[src/rtl/matmul_apb_slave.sv]
// APB register front-end for the matmul accelerator: control, operand banks, flags and result window.
// Build option: define PSLVERR_EN to report bad accesses on pslverr_o; otherwise they are silently ignored.
module matmul_apb_slave #(
  parameter int DATA_WIDTH  = 8,
  parameter int BUS_WIDTH   = 32,
  parameter int ADDR_WIDTH  = 16,
  parameter int MAX_DIM     = 4,
  parameter int SP_NTARGETS = 4
) (
  input  logic                         clk_i,
  input  logic                         rst_ni,
  input  logic                         psel_i,
  input  logic                         penable_i,
  input  logic                         pwrite_i,
  input  logic [BUS_WIDTH/8-1:0]       pstrb_i,
  input  logic [ADDR_WIDTH-1:0]        paddr_i,
  input  logic [BUS_WIDTH-1:0]         pwdata_i,
  output logic [BUS_WIDTH-1:0]         prdata_o,
  output logic                         pready_o,
  output logic                         pslverr_o,
  output logic                         start_o,
  output logic [1:0]                   dim_n_o,
  output logic [1:0]                   dim_k_o,
  output logic [1:0]                   dim_m_o,
  output logic [1:0]                   sp_slot_o,
  output logic [MAX_DIM*BUS_WIDTH-1:0] a_rows_o,
  output logic [MAX_DIM*BUS_WIDTH-1:0] b_cols_o,
  input  logic                         done_i,
  input  logic [MAX_DIM*MAX_DIM-1:0]   flags_i,
  output logic [ADDR_WIDTH-1:0]        res_addr_o,
  input  logic [BUS_WIDTH-1:0]         res_data_i
);

  localparam int STRB_W    = BUS_WIDTH / 8;
  localparam int IDX_W     = (MAX_DIM > 1) ? $clog2(MAX_DIM) : 1;
  localparam int FLAG_W    = MAX_DIM * MAX_DIM;
  localparam int RES_WORDS = SP_NTARGETS * MAX_DIM * MAX_DIM;
  localparam int BUSY_BIT  = 15;

  localparam logic [ADDR_WIDTH-1:0] CTRL_ADDR  = '0;
  localparam logic [ADDR_WIDTH-1:0] OPA_LO     = ADDR_WIDTH'(32'h20);
  localparam logic [ADDR_WIDTH-1:0] OPA_HI     = ADDR_WIDTH'(32'h20 + 4 * MAX_DIM);
  localparam logic [ADDR_WIDTH-1:0] OPB_LO     = ADDR_WIDTH'(32'h40);
  localparam logic [ADDR_WIDTH-1:0] OPB_HI     = ADDR_WIDTH'(32'h40 + 4 * MAX_DIM);
  localparam logic [ADDR_WIDTH-1:0] FLAGS_ADDR = ADDR_WIDTH'(32'h60);
  localparam logic [ADDR_WIDTH-1:0] RES_LO     = ADDR_WIDTH'(32'h80);
  localparam logic [ADDR_WIDTH-1:0] RES_HI     = ADDR_WIDTH'(32'h80 + 4 * RES_WORDS);
  localparam logic [BUS_WIDTH-1:0]  CTRL_MASK  = BUS_WIDTH'(32'h0000_03FC);

  localparam logic [1:0] ST_IDLE   = 2'd0;
  localparam logic [1:0] ST_ACCESS = 2'd1;
  localparam logic [1:0] ST_RWAIT  = 2'd2;

  if (MAX_DIM != BUS_WIDTH / DATA_WIDTH) begin : g_bad_cfg
    $error("MAX_DIM must equal BUS_WIDTH/DATA_WIDTH");
  end

  logic [1:0]            state_q;
  logic [BUS_WIDTH-1:0]  ctrl_q;
  logic [BUS_WIDTH-1:0]  opa_q [MAX_DIM];
  logic [BUS_WIDTH-1:0]  opb_q [MAX_DIM];
  logic [FLAG_W-1:0]     flags_q;
  logic                  busy_q;
  logic [BUS_WIDTH-1:0]  prdata_q;
  logic [BUS_WIDTH-1:0]  rd_word;

  // Address decode, evaluated on the live APB address.
  logic aligned, sel_ctrl, sel_opa, sel_opb, sel_flags, sel_res, sel_cfg, unmapped;
  logic [IDX_W-1:0]      opa_idx, opb_idx;
  logic [ADDR_WIDTH-1:0] res_word;

  assign aligned   = (paddr_i[1:0] == 2'b00);
  assign sel_ctrl  = (paddr_i == CTRL_ADDR);
  assign sel_opa   = aligned && (paddr_i >= OPA_LO) && (paddr_i < OPA_HI);
  assign sel_opb   = aligned && (paddr_i >= OPB_LO) && (paddr_i < OPB_HI);
  assign sel_flags = (paddr_i == FLAGS_ADDR);
  assign sel_res   = aligned && (paddr_i >= RES_LO) && (paddr_i < RES_HI);
  assign sel_cfg   = sel_ctrl || sel_opa || sel_opb;
  assign unmapped  = !(sel_cfg || sel_flags || sel_res);
  assign opa_idx   = IDX_W'((paddr_i - OPA_LO) >> 2);
  assign opb_idx   = IDX_W'((paddr_i - OPB_LO) >> 2);
  assign res_word  = (paddr_i - RES_LO) >> 2;

  logic xfer, res_rd, fast_done, cfg_blocked, wr_ok, cfg_we, start_req;

  assign xfer        = (state_q == ST_ACCESS) && psel_i && penable_i;
  assign res_rd      = xfer && !pwrite_i && sel_res;
  assign fast_done   = xfer && !res_rd;
  // A done arriving in the same cycle frees the core, so that write is accepted.
  assign cfg_blocked = busy_q && !done_i;
  assign wr_ok       = fast_done && pwrite_i;
  assign cfg_we      = wr_ok && sel_cfg && !cfg_blocked;
  assign start_req   = cfg_we && sel_ctrl && pstrb_i[0] && pwdata_i[0];

  assign pready_o = fast_done || ((state_q == ST_RWAIT) && psel_i && penable_i);

`ifdef PSLVERR_EN
  logic bus_err;
  assign bus_err   = xfer && (unmapped || (pwrite_i && (sel_res || (sel_cfg && cfg_blocked))));
  assign pslverr_o = pready_o && bus_err;
`else
  assign pslverr_o = 1'b0;
`endif

  function automatic logic [BUS_WIDTH-1:0] merge_bytes(input logic [BUS_WIDTH-1:0] cur,
                                                       input logic [BUS_WIDTH-1:0] wdata,
                                                       input logic [STRB_W-1:0]    strb);
    logic [BUS_WIDTH-1:0] res;
    res = cur;
    for (int b = 0; b < STRB_W; b++) begin
      if (strb[b]) res[8*b +: 8] = wdata[8*b +: 8];
    end
    return res;
  endfunction

  // NOTE: sequential state uses non-blocking assignments so every flop samples pre-edge values.
  always_ff @(posedge clk_i or negedge rst_ni) begin
    if (!rst_ni) begin
      state_q <= ST_IDLE;
    end else begin
      case (state_q)
        ST_IDLE:   if (psel_i && !penable_i) state_q <= ST_ACCESS;
        ST_ACCESS: state_q <= res_rd ? ST_RWAIT : ST_IDLE;
        default:   state_q <= ST_IDLE;
      endcase
    end
  end

  // NOTE: the operand banks are a handful of flops feeding the core directly, so they are reset
  // like any other register rather than treated as an uninitialised memory.
  always_ff @(posedge clk_i or negedge rst_ni) begin
    if (!rst_ni) begin
      ctrl_q  <= '0;
      flags_q <= '0;
      busy_q  <= 1'b0;
      start_o <= 1'b0;
      for (int i = 0; i < MAX_DIM; i++) begin
        opa_q[i] <= '0;
        opb_q[i] <= '0;
      end
    end else begin
      start_o <= start_req;
      if (cfg_we && sel_ctrl) ctrl_q <= merge_bytes(ctrl_q, pwdata_i, pstrb_i) & CTRL_MASK;
      if (cfg_we && sel_opa)  opa_q[opa_idx] <= merge_bytes(opa_q[opa_idx], pwdata_i, pstrb_i);
      if (cfg_we && sel_opb)  opb_q[opb_idx] <= merge_bytes(opb_q[opb_idx], pwdata_i, pstrb_i);
      // Fresh flags from the core take priority over a software clear.
      if (done_i)                    flags_q <= flags_i;
      else if (wr_ok && sel_flags)   flags_q <= '0;
      if (start_req)   busy_q <= 1'b1;
      else if (done_i) busy_q <= 1'b0;
    end
  end

  // NOTE: every always_comb output gets a default first so no path can infer a latch.
  always_comb begin
    rd_word = '0;
    if (sel_ctrl)       rd_word = ctrl_q | (BUS_WIDTH'(busy_q) << BUSY_BIT);
    else if (sel_opa)   rd_word = opa_q[opa_idx];
    else if (sel_opb)   rd_word = opb_q[opb_idx];
    else if (sel_flags) rd_word = BUS_WIDTH'(flags_q);
  end

  // Read data is presented combinationally in the completing cycle and held afterwards.
  always_comb begin
    prdata_o = prdata_q;
    if (state_q == ST_RWAIT)
      prdata_o = res_data_i;
    else if ((state_q == ST_ACCESS) && !pwrite_i && !sel_res)
      prdata_o = rd_word;
  end

  always_ff @(posedge clk_i or negedge rst_ni) begin
    if (!rst_ni) begin
      prdata_q   <= '0;
      res_addr_o <= '0;
    end else begin
      if (fast_done && !pwrite_i)
        prdata_q <= rd_word;
      else if ((state_q == ST_RWAIT) && psel_i && penable_i)
        prdata_q <= res_data_i;
      if ((state_q == ST_IDLE) && psel_i && !penable_i && !pwrite_i && sel_res)
        res_addr_o <= res_word;
    end
  end

  assign dim_n_o   = ctrl_q[3:2];
  assign dim_k_o   = ctrl_q[5:4];
  assign dim_m_o   = ctrl_q[7:6];
  assign sp_slot_o = ctrl_q[9:8];

  for (genvar i = 0; i < MAX_DIM; i++) begin : g_pack
    assign a_rows_o[i*BUS_WIDTH +: BUS_WIDTH] = opa_q[i];
    assign b_cols_o[i*BUS_WIDTH +: BUS_WIDTH] = opb_q[i];
  end

endmodule

[config.mk]
export PLATFORM = sky130hd
export DESIGN_NAME = matmul_apb_slave
export DESIGN_NICKNAME = d
export VERILOG_FILES = /design/src/rtl/matmul_apb_slave.sv
export SDC_FILE = /design/constraint.sdc
export NUM_CORES = 1
export LEC_CHECK = 0
export ABC_CLOCK_PERIOD_IN_PS = 4000
export CORE_ASPECT_RATIO = 1.4
export CORE_MARGIN = 8
export CORE_UTILIZATION = 50
export DETAILED_ROUTE_END_ITERATION = 10
export PLACE_DENSITY = 0.81
export SLEW_MARGIN = 20
export SYNTH_ARGS = -nofsm -noshare
export SYNTH_HDL_FRONTEND = slang
export SYNTH_SLANG_ARGS = --single-unit
[constraint.sdc]
create_clock -name clk_i -period 4 [get_ports clk_i]
set_clock_uncertainty 0.2 [all_clocks]
set_input_delay 0.8 -clock clk_i [delete_from_list [all_inputs] [get_ports clk_i]]
set_output_delay 0.8 -clock clk_i [all_outputs]
set_load 0.01 [all_outputs]
# Yosys cells after proc, flatten, opt, wreduce, memory -nomap -nowiden
# Index checks and enable logic that the tools add are counted.
# classes
addsub	3
n_shift	0
n_reduce_logical	50
n_eq_ne	4
n_lt_le_gt_ge	10
mux	43
n_mul	0
div	0
bitwise	3
# op_table
op	n
$mux 32	13
$bwmux 128	2
$bmux 32 s2	2
$demux 32 s2	2
$mux 8	16
$mux 16	3
$logic_and 1x1->1	33
$eq 16x7->1 const B	1
$ge 16x6->1 const B	1
$ge 16x7->1 const B	1
$ge 16x8->1 const B	1
$logic_not 16->1	1
$lt 16x6->1 const B	1
$lt 16x7->1 const B	1
$lt 16x9->1 const B	1
$or 10x16->16	1
$sub 16x8->16 const B	1
$sub 4x1->4 const B	2
$ge 3x3->1 const B	2
$logic_not 1->1	6
$lt 3x1->1 const B	2
$not 2->3	2
$reduce_bool 2->1	3
$logic_not 2->1	2
8 further kinds	13
# totals
in_bits	106
memories	0
latch_bits	0
out_inout_bits	315
ramBits	0
ff_bits	330
wordCells	129
rom_bits	0

# Logic depth before layout (Yosys ltp)
# Gate-level depths: netlist (run 1).
# logic_depth
word_depth	14
depth_mapped	9
mapped_depth_nobuf	6

# Least setup slack after synthesis (run 1)
# No wires, ideal clock.
# synth_path
kind	in2out
startpoint	input paddr_i[2]
endpoint	output prdata_o[15]
path_slack_ns	0.295
required_time_ns	3.000
arrival_time_ns	2.705
path_buffers	3
path_stages	7
path_cell_list	buf_2 buf_2 buf_1 mux2_2 o32ai_1 a22oi_1 a211oi_1
# synth_via
elab_chain_len	10
elab_cells_between_ends	32
cone_classes	2 x add/sub; 6 x order compare; 1 x eq/ne; 12 x mux; 2 x bitwise; 9 x reduce/logical
# synth_lines
item	line_no	rtl
start, declared	16	input logic [ADDR_WIDTH-1:0] paddr_i,
$sub 4x1->4	80, 81	
$not 2->3 (not written as such)	158, 159	
$bmux 32 s2	159	else if (sel_opb) rd_word = opb_q[opb_idx];
$mux 32 (not written as such) (2 in series)	159	
$mux 32	159	
$mux 32	158	else if (sel_opa) rd_word = opa_q[opa_idx];
$mux 32	157	if (sel_ctrl) rd_word = ctrl_q | (BUS_WIDTH'(busy_q) << BUSY_BIT);
$mux 32 (*)	168	else if ((state_q == ST_ACCESS) && !pwrite_i && !sel_res)
$mux 32 (*)	166	if (state_q == ST_RWAIT)
end, declared	18	output logic [BUS_WIDTH-1:0] prdata_o,
# Mark *: on every way between the ends. The rest lies on a longest branch, timed or not. The select of a mux whose other input is x is not followed.

# Final worst setup path (run 1)
# layout_path
startpoint	input paddr_i[1]
endpoint	output prdata_o[7]
# The elaborated chain is that of the path after synthesis.

==> out/metrics.cfg, run 1 <==
[route]
detail_route.iter0.violations = 1139
vias_per_cell = 6.23
routedWlPerCell_um = 27.5
wl_mm = 65.4
drcViolationCount = 0
vias = 14800
ant_nets = 0
drt-pass1-iter-count = 5

[placement]
gp_congestion = 0.944
postPlaceCellArea_mm2 = 0.0218
hpwl_mm = 48.5
port_buffers = 417
pre_cts_ws_ns = -0.642

[synth]
synth_edf_count = 0
syn_area_mm2 = 0.0165
syn_inst = 1448
synth_cell_type_count = 62
ys_seq_area_share_pct = 50.1
dominantRegCellSynth = dfrtp_1
synthArstFlopShare_pct = 100
ys_ff_latch = 330
synth.yosys.warnings = 0
synth_top_area_cell = dfrtp_1
synth_top_cell_area_share_pct = 50.1
postSynthAreaPerCell_um2 = 11.4
synth_top_cells_by_area = dfrtp_1 (50%), mux2_2 (8.3%), mux4_2 (6.6%)

[timing]
maxSlewHeadroom_pct = 26.1
worst_slack_ns = 0.0559
slew_viol_final = 0
grt_setup_unrepaired = true
setup_viol = 0
finalHoldViolations = 0
hold_ws_ns = 0.0646
tightestPinTransition_ns = 1.11
fin_crit_sh_pct = 98.6
period_needed_ns = 3.94
max_freq_mhz = 254

[floorplan]
ios = 421
core_mm2 = 0.0324
std_cell_rows = 78
start_util_pct = 50.8
fp.dieH_um = 231
die_area_mm2 = 0.0391
die_w_um = 169

[global_route]
grtUsageMet2_pct = 55.2
antenna_found_initial = 2
use_met1_pct = 34.1
grtUsageTotal_pct = 32.6
grt_max_degree = 111
overflow = 0
grt_first_pass_wirelength_mm = 96.9
top_usage_layer = met2
grt_pass1_vias = 15400
grt_use_met3_pct = 7.14

[cells_and_area]
syn_to_final_growth_pct = 40.6
mostFrequentLayoutCell = clkdlybuf4s50_1
final_cell_area_mm2 = 0.0232
nets = 2016
drive_above_1_share_pct = 23.8
final_cell_mix = clkdlybuf4s50_1 (372), dfrtp_1 (330), nand2_1 (130)
fillers = 2258

[worst_setup_path]
reg2reg_depth = 7
path_buf_inv = 4
worst-r2r-setup-slack_ns = 0.83
cp.required_ns = 3.00
cp_num_cells = 9
critPathSlowestCell = clkdlybuf4s50_1
r2r_start = state_q[1]$_DFFE_PN0P_
crit_end = prdata_o[7]
endpoint_kind = output port
max_stage_delay_ns = 0.43
cp_top_family = buffers and inverters
arrival_ns = 2.94
path_class = input port to output port
crit_chain = clkdlybuf4s50_1 -> nor3_1 -> buf_4 -> nand4_2 -> a21o_1 -> buf_4 -> a221oi_1 -> a211oi_2 -> buf_2
crit_path_start = paddr_i[1]
r2r-end = prdata_q[25]$_DFFE_PN0P_
crit_path_frequent_cell = buf_4
start_kind = input port
crit_fanout = 9

[power]
peakVddDrop_mv = 0.358
switching_power_mw = 1.67
clkPwrFrac_pct = 43.8
p_comb_share_pct = 8.1
power_density_mw_per_mm2 = 303
netSwitchingFraction_pct = 23.8
seq_power_share_pct = 48.1
power.internal_mw = 5.34
leakage_nw = 10.2
total_power_mw = 7.01

[clock_tree]
cts_tree = built
cts_buffers = 31
clock_path_buffers = 3
cts.sinks = 330
ctsHtreeMaxLevel = 1
root_buffer = clkbuf_16
clkTransAtPathRegs_ns = 0.06
clk_latency_ns = 0.59

[job]
maxCapViolCount = 0

[run_status]
status = finished clean

[min_path]
hp-class = input port to async pin

==> layout make-up <==
| cell class | count | area (µm²) | share of cell area (%) |
|---|---|---|---|
| sequential | 330 | 8260 | 35.7 |
| multi-input combinational | 991 | 7960 | 34.4 |
| timing repair buffer | 544 | 5280 | 22.8 |
| clock buffer | 42 | 877 | 3.79 |
| tap | 440 | 551 | 2.38 |
| clock inverter | 16 | 181 | 0.784 |
| inverter | 9 | 33.8 | 0.146 |
| antenna | 2 | 5.00 | 0.0216 |
==> flip-flops by register name (all words and copies together) (netlist names), 2 cells and up <==
| register | cells |
|---|---|
| flags_q | 16 |
| res_addr_o | 14 |
| a_rows_o | 128 |
| b_cols_o | 128 |
| state_q | 2 |
| ctrl_q | 8 |
| prdata_q | 32 |
==> stage by stage <==
stage | setup TNS, ns | util, % | std cells
finish | 0 | 71.5 | 2374
global route | -0.110 | 71.5 | 2374
CTS | -0.0560 | 71.4 | 2368
detailed placement | -13.24 | 67.3 | 2302
global placement | -13.77 | 67.3 | 2302
floorplan | 0 | - | 1450
==> cells in the mapped netlist, types with 16 or more instances <==
cell type and instances:
a21oi_1 115, a221o_1 32, a221oi_1 16, a22o_1 32, and3_1 25, buf_2 41, clkbuf_1 56, dfrtp_1 330
mux2_1 17, mux2_2 121, mux2i_1 63, mux4_2 48, nand2_1 131, nand3_1 17, nor2_1 107, o211ai_1 30
o21ai_0 90, o21ai_1 16
==> worst register-to-register path, cell delays in order (launching register included) <==
cell and delay [ns]:
dfrtp_1 0.61, nor2b_4 0.61, buf_4 0.45, o21ai_0 0.13, buf_4 0.22, or2_1 0.25
buf_4 0.21, a221o_1 0.38
==> logic make-up after synthesis <==
| family | after synthesis | synth area share (%) |
|---|---|---|
| and+or+nand+nor | 339 | 10.0 |
| other | 1 | 0.0228 |
| buffers and inverters | 129 | 3.53 |
| muxes | 257 | 20.6 |
| xor gates and xnor gates | 2 | 0.106 |
| adders and majority gates | 3 | 0.228 |
| DFF | 330 | 50.1 |
| AOI/OAI and AO/OA | 387 | 15.4 |
==> power groups by stage <==
stage               clock network, mW  logic [mW]  registers, mW
floorplan                           0       0.212           3.43
global placement                    0       0.548           3.43
detailed placement                  0       0.555           3.43
CTS                              3.10       0.559           3.37
global route                     3.24       0.600           3.37
finish                           3.07       0.568           3.37
==> how the worst min path moves through the flow <==
stage,startpoint,endpoint,slack [ns],depth (start not counted)
2_1_floorplan,flags_q[9]$_DFFE_PN0P_,flags_q[9]$_DFFE_PN0P_,0.25,1
3_3_place_gp,res_addr_o[7]$_DFFE_PN0P_,res_addr_o[7]$_DFFE_PN0P_,0.27,1
3_5_place_dp,flags_q[3]$_DFFE_PN0P_,flags_q[3]$_DFFE_PN0P_,0.28,1
4_1_cts,rst_ni,a_rows_o[99]$_DFFE_PN0P_,0.11,1
5_1_grt,rst_ni,a_rows_o[3]$_DFFE_PN0P_,0.15,1
6_report,rst_ni,a_rows_o[3]$_DFFE_PN0P_,0.06,1
==> repair_timing <==
item,CTS,global route
endpoints found under the setup margin,33,33
endpoints found under the hold margin,0,0
hold buffers,0,0
pin swaps,7,6
setup buffers,8,4
resized for setup,137,37
==> routing by layer <==
layer | up-vias | part of all wire, %
met5 | - | 0
met1 | 7406 | 33
li1 | 6292 | -
met3 | 243 | 8.1
met4 | 0 | 9.5
met2 | 847 | 50
No activity file was read; power rests on OpenSTA's default activity.
==> run 2: changes to the inputs <==
--- a/config.mk
+++ b/config.mk
@@ -6,6 +6,7 @@
 export NUM_CORES = 1
 export LEC_CHECK = 0
 export ABC_CLOCK_PERIOD_IN_PS = 4000
+export CAP_MARGIN = 20
 export CORE_ASPECT_RATIO = 1.4
 export CORE_MARGIN = 8
 export CORE_UTILIZATION = 50
==> results of run 2 <==
The final DEF is identical to that of run 1; final timing and power are the same.
==> run 3: changes to the inputs <==
--- a/config.mk
+++ b/config.mk
@@ -12,7 +12,7 @@
 export CORE_UTILIZATION = 50
 export DETAILED_ROUTE_END_ITERATION = 10
 export PLACE_DENSITY = 0.81
-export SLEW_MARGIN = 20
+export SLEW_MARGIN = 25
 export SYNTH_ARGS = -nofsm -noshare
 export SYNTH_HDL_FRONTEND = slang
 export SYNTH_SLANG_ARGS = --single-unit
==> out/metrics.cfg, run 3 (synthesis results as in run 1) <==
[placement]
gp_congestion = 0.944
postPlaceCellArea_mm2 = 0.0218
port_buffers = 417
hpwl_mm = 48.5
post-place-cells = 2302

[worst_setup_path]
crit_path_frequent_cell = buf_4
max_stage_delay_ns = 0.43
crit_fanout = 9
crit_chain = clkdlybuf4s50_1 -> nor3_1 -> buf_4 -> nand4_2 -> a21o_1 -> buf_4 -> a221oi_1 -> a211oi_2 -> buf_2
start_kind = input port
endpoint_kind = output port
reg2reg_depth = 7
arrival_ns = 2.96
cp.required_ns = 3.00
critPathSlowestCell = clkdlybuf4s50_1
path_class = input port to output port

[clock_tree]
root_buffer = clkbuf_16
clock_path_buffers = 3
ctsHtreeMaxLevel = 1
clk_latency_ns = 0.59
hold_buffers = 0
clkTransAtPathRegs_ns = 0.06
cts_tree = built
cts_buffers = 31
cts.sinks = 330

[route]
vias = 14700
drcViolationCount = 0
met2_length_mm = 32.6
routedWlPerCell_um = 27.5
met1_length_mm = 21.3
wl_mm = 65.3
ant_nets = 0
vias_per_cell = 6.21
dr_wl_met3_mm = 5.22
drt-pass1-iter-count = 6
detail_route.iter0.violations = 1213
top_layer = met4

[min_path]
hp-class = input port to async pin

[floorplan]
ios = 421
std_cell_rows = 78
start_util_pct = 50.8
die_w_um = 169
die_area_mm2 = 0.0391
fp.dieH_um = 231
core_mm2 = 0.0324

[cells_and_area]
final_cell_area_mm2 = 0.0232
nets = 2017
final_cells = 2375
final_cell_mix = clkdlybuf4s50_1 (372), dfrtp_1 (330), nand2_1 (130)
syn_to_final_growth_pct = 40.6
drive_above_1_share_pct = 23.8
mostFrequentLayoutCell = clkdlybuf4s50_1

[power]
peakVddDrop_mv = 0.357
power.internal_mw = 5.34
leakage_nw = 10.2
netSwitchingFraction_pct = 23.8
seq_power_share_pct = 48.1
clkPwrFrac_pct = 43.8
p_comb_share_pct = 8.1
switching_power_mw = 1.67
power_density_mw_per_mm2 = 303

[job]
maxCapViolCount = 0

[timing]
setup_viol = 0
maxSlewHeadroom_pct = 28.0
grt_setup_unrepaired = true
fin_crit_sh_pct = 98.9
finalHoldViolations = 0
tightestPinTransition_ns = 1.08
period_needed_ns = 3.96
max_freq_mhz = 253
slew_viol_final = 0

[global_route]
overflow = 0
grt_pass1_vias = 15400
grt_first_pass_wirelength_mm = 96.9
antenna_found_initial = 2
grtUsageTotal_pct = 32.6
grt_max_degree = 111

[run_status]
status = finished clean

-- run 3: cell count changes in the layout (fill, tap and decap cells not counted), sizes merged --
cell / previous run / this run
buf: 142 / 143
-- run 3: power groups by stage --
stage | Clock (mW) | Combinational (mW) | Sequential, mW
4_1_cts | 3.10 | 0.559 | 3.37
5_1_grt | 3.24 | 0.600 | 3.37
2_1_floorplan | 0 | 0.212 | 3.43
3_5_place_dp | 0 | 0.555 | 3.43
3_3_place_gp | 0 | 0.548 | 3.43
6_report | 3.07 | 0.568 | 3.37
-- run 3: area by class of cell --
class | instances | area (µm²)
clock buffer | 42 | 877
inverter | 9 | 33.8
clock inverter | 16 | 181
fill | 2257 | 9240
sequential | 330 | 8260
antenna | 2 | 5.00
tap | 440 | 551
timing repair buffer | 545 | 5290
multi-input combinational | 991 | 7960
-- run 3: worst paths after layout --
kind | startpoint | endpoint | slack (ns)
max | paddr_i[1] | prdata_o[7] | 0.04
min | rst_ni | a_rows_o[3]$_DFFE_PN0P_ | 0.06
max reg2reg | state_q[1]$_DFFE_PN0P_ | prdata_q[25]$_DFFE_PN0P_ | 0.84
min reg2reg | res_addr_o[8]$_DFFE_PN0P_ | res_addr_o[8]$_DFFE_PN0P_ | 0.29
max in group asynchronous | rst_ni | prdata_q[23]$_DFFE_PN0P_ | 2.66
min in group clk_i | res_addr_o[8]$_DFFE_PN0P_ | res_addr_o[8]$_DFFE_PN0P_ | 0.29
-- run 3: through the flow --
stage | utilization, % | hold WS, ns | power, mW | setup TNS, ns | worst slack (ns)
2_1_floorplan | - | 0.255 | 3.64 | 0 | 0.295
3_3_place_gp | 67.3 | 0.275 | 3.98 | -13.77 | -0.582
3_5_place_dp | 67.3 | 0.275 | 3.99 | -13.24 | -0.642
4_1_cts | 71.4 | 0.110 | 7.03 | -0.0560 | -0.0560
5_1_grt | 71.5 | 0.145 | 7.21 | -0.110 | -0.0529
6_report | 71.5 | 0.0634 | 7.01 | 0 | 0.0444
-- run 3: worst max-delay path, delay by kind of cell --
family / cells / cell delay (ns)
AO/OA/AOI/OAI: 3 / 0.77
AND/OR/NAND/NOR: 2 / 0.40
buffers and inverters: 4 / 0.97
-- run 3: routing by layer --
layer  vias to the layer above  track usage, %
met5                         -               0
met4                         0            27.4
met3                       244            7.14
met2                       817            55.2
met1                      7377            34.1
li1                       6299               -
-- run 3: what timing repair did --
action                                  4_1_cts  5_1_grt
endpoints found under the setup margin       33       32
pin swaps                                     7        6
gates resized for setup                     137       37
buffers inserted                              8        4
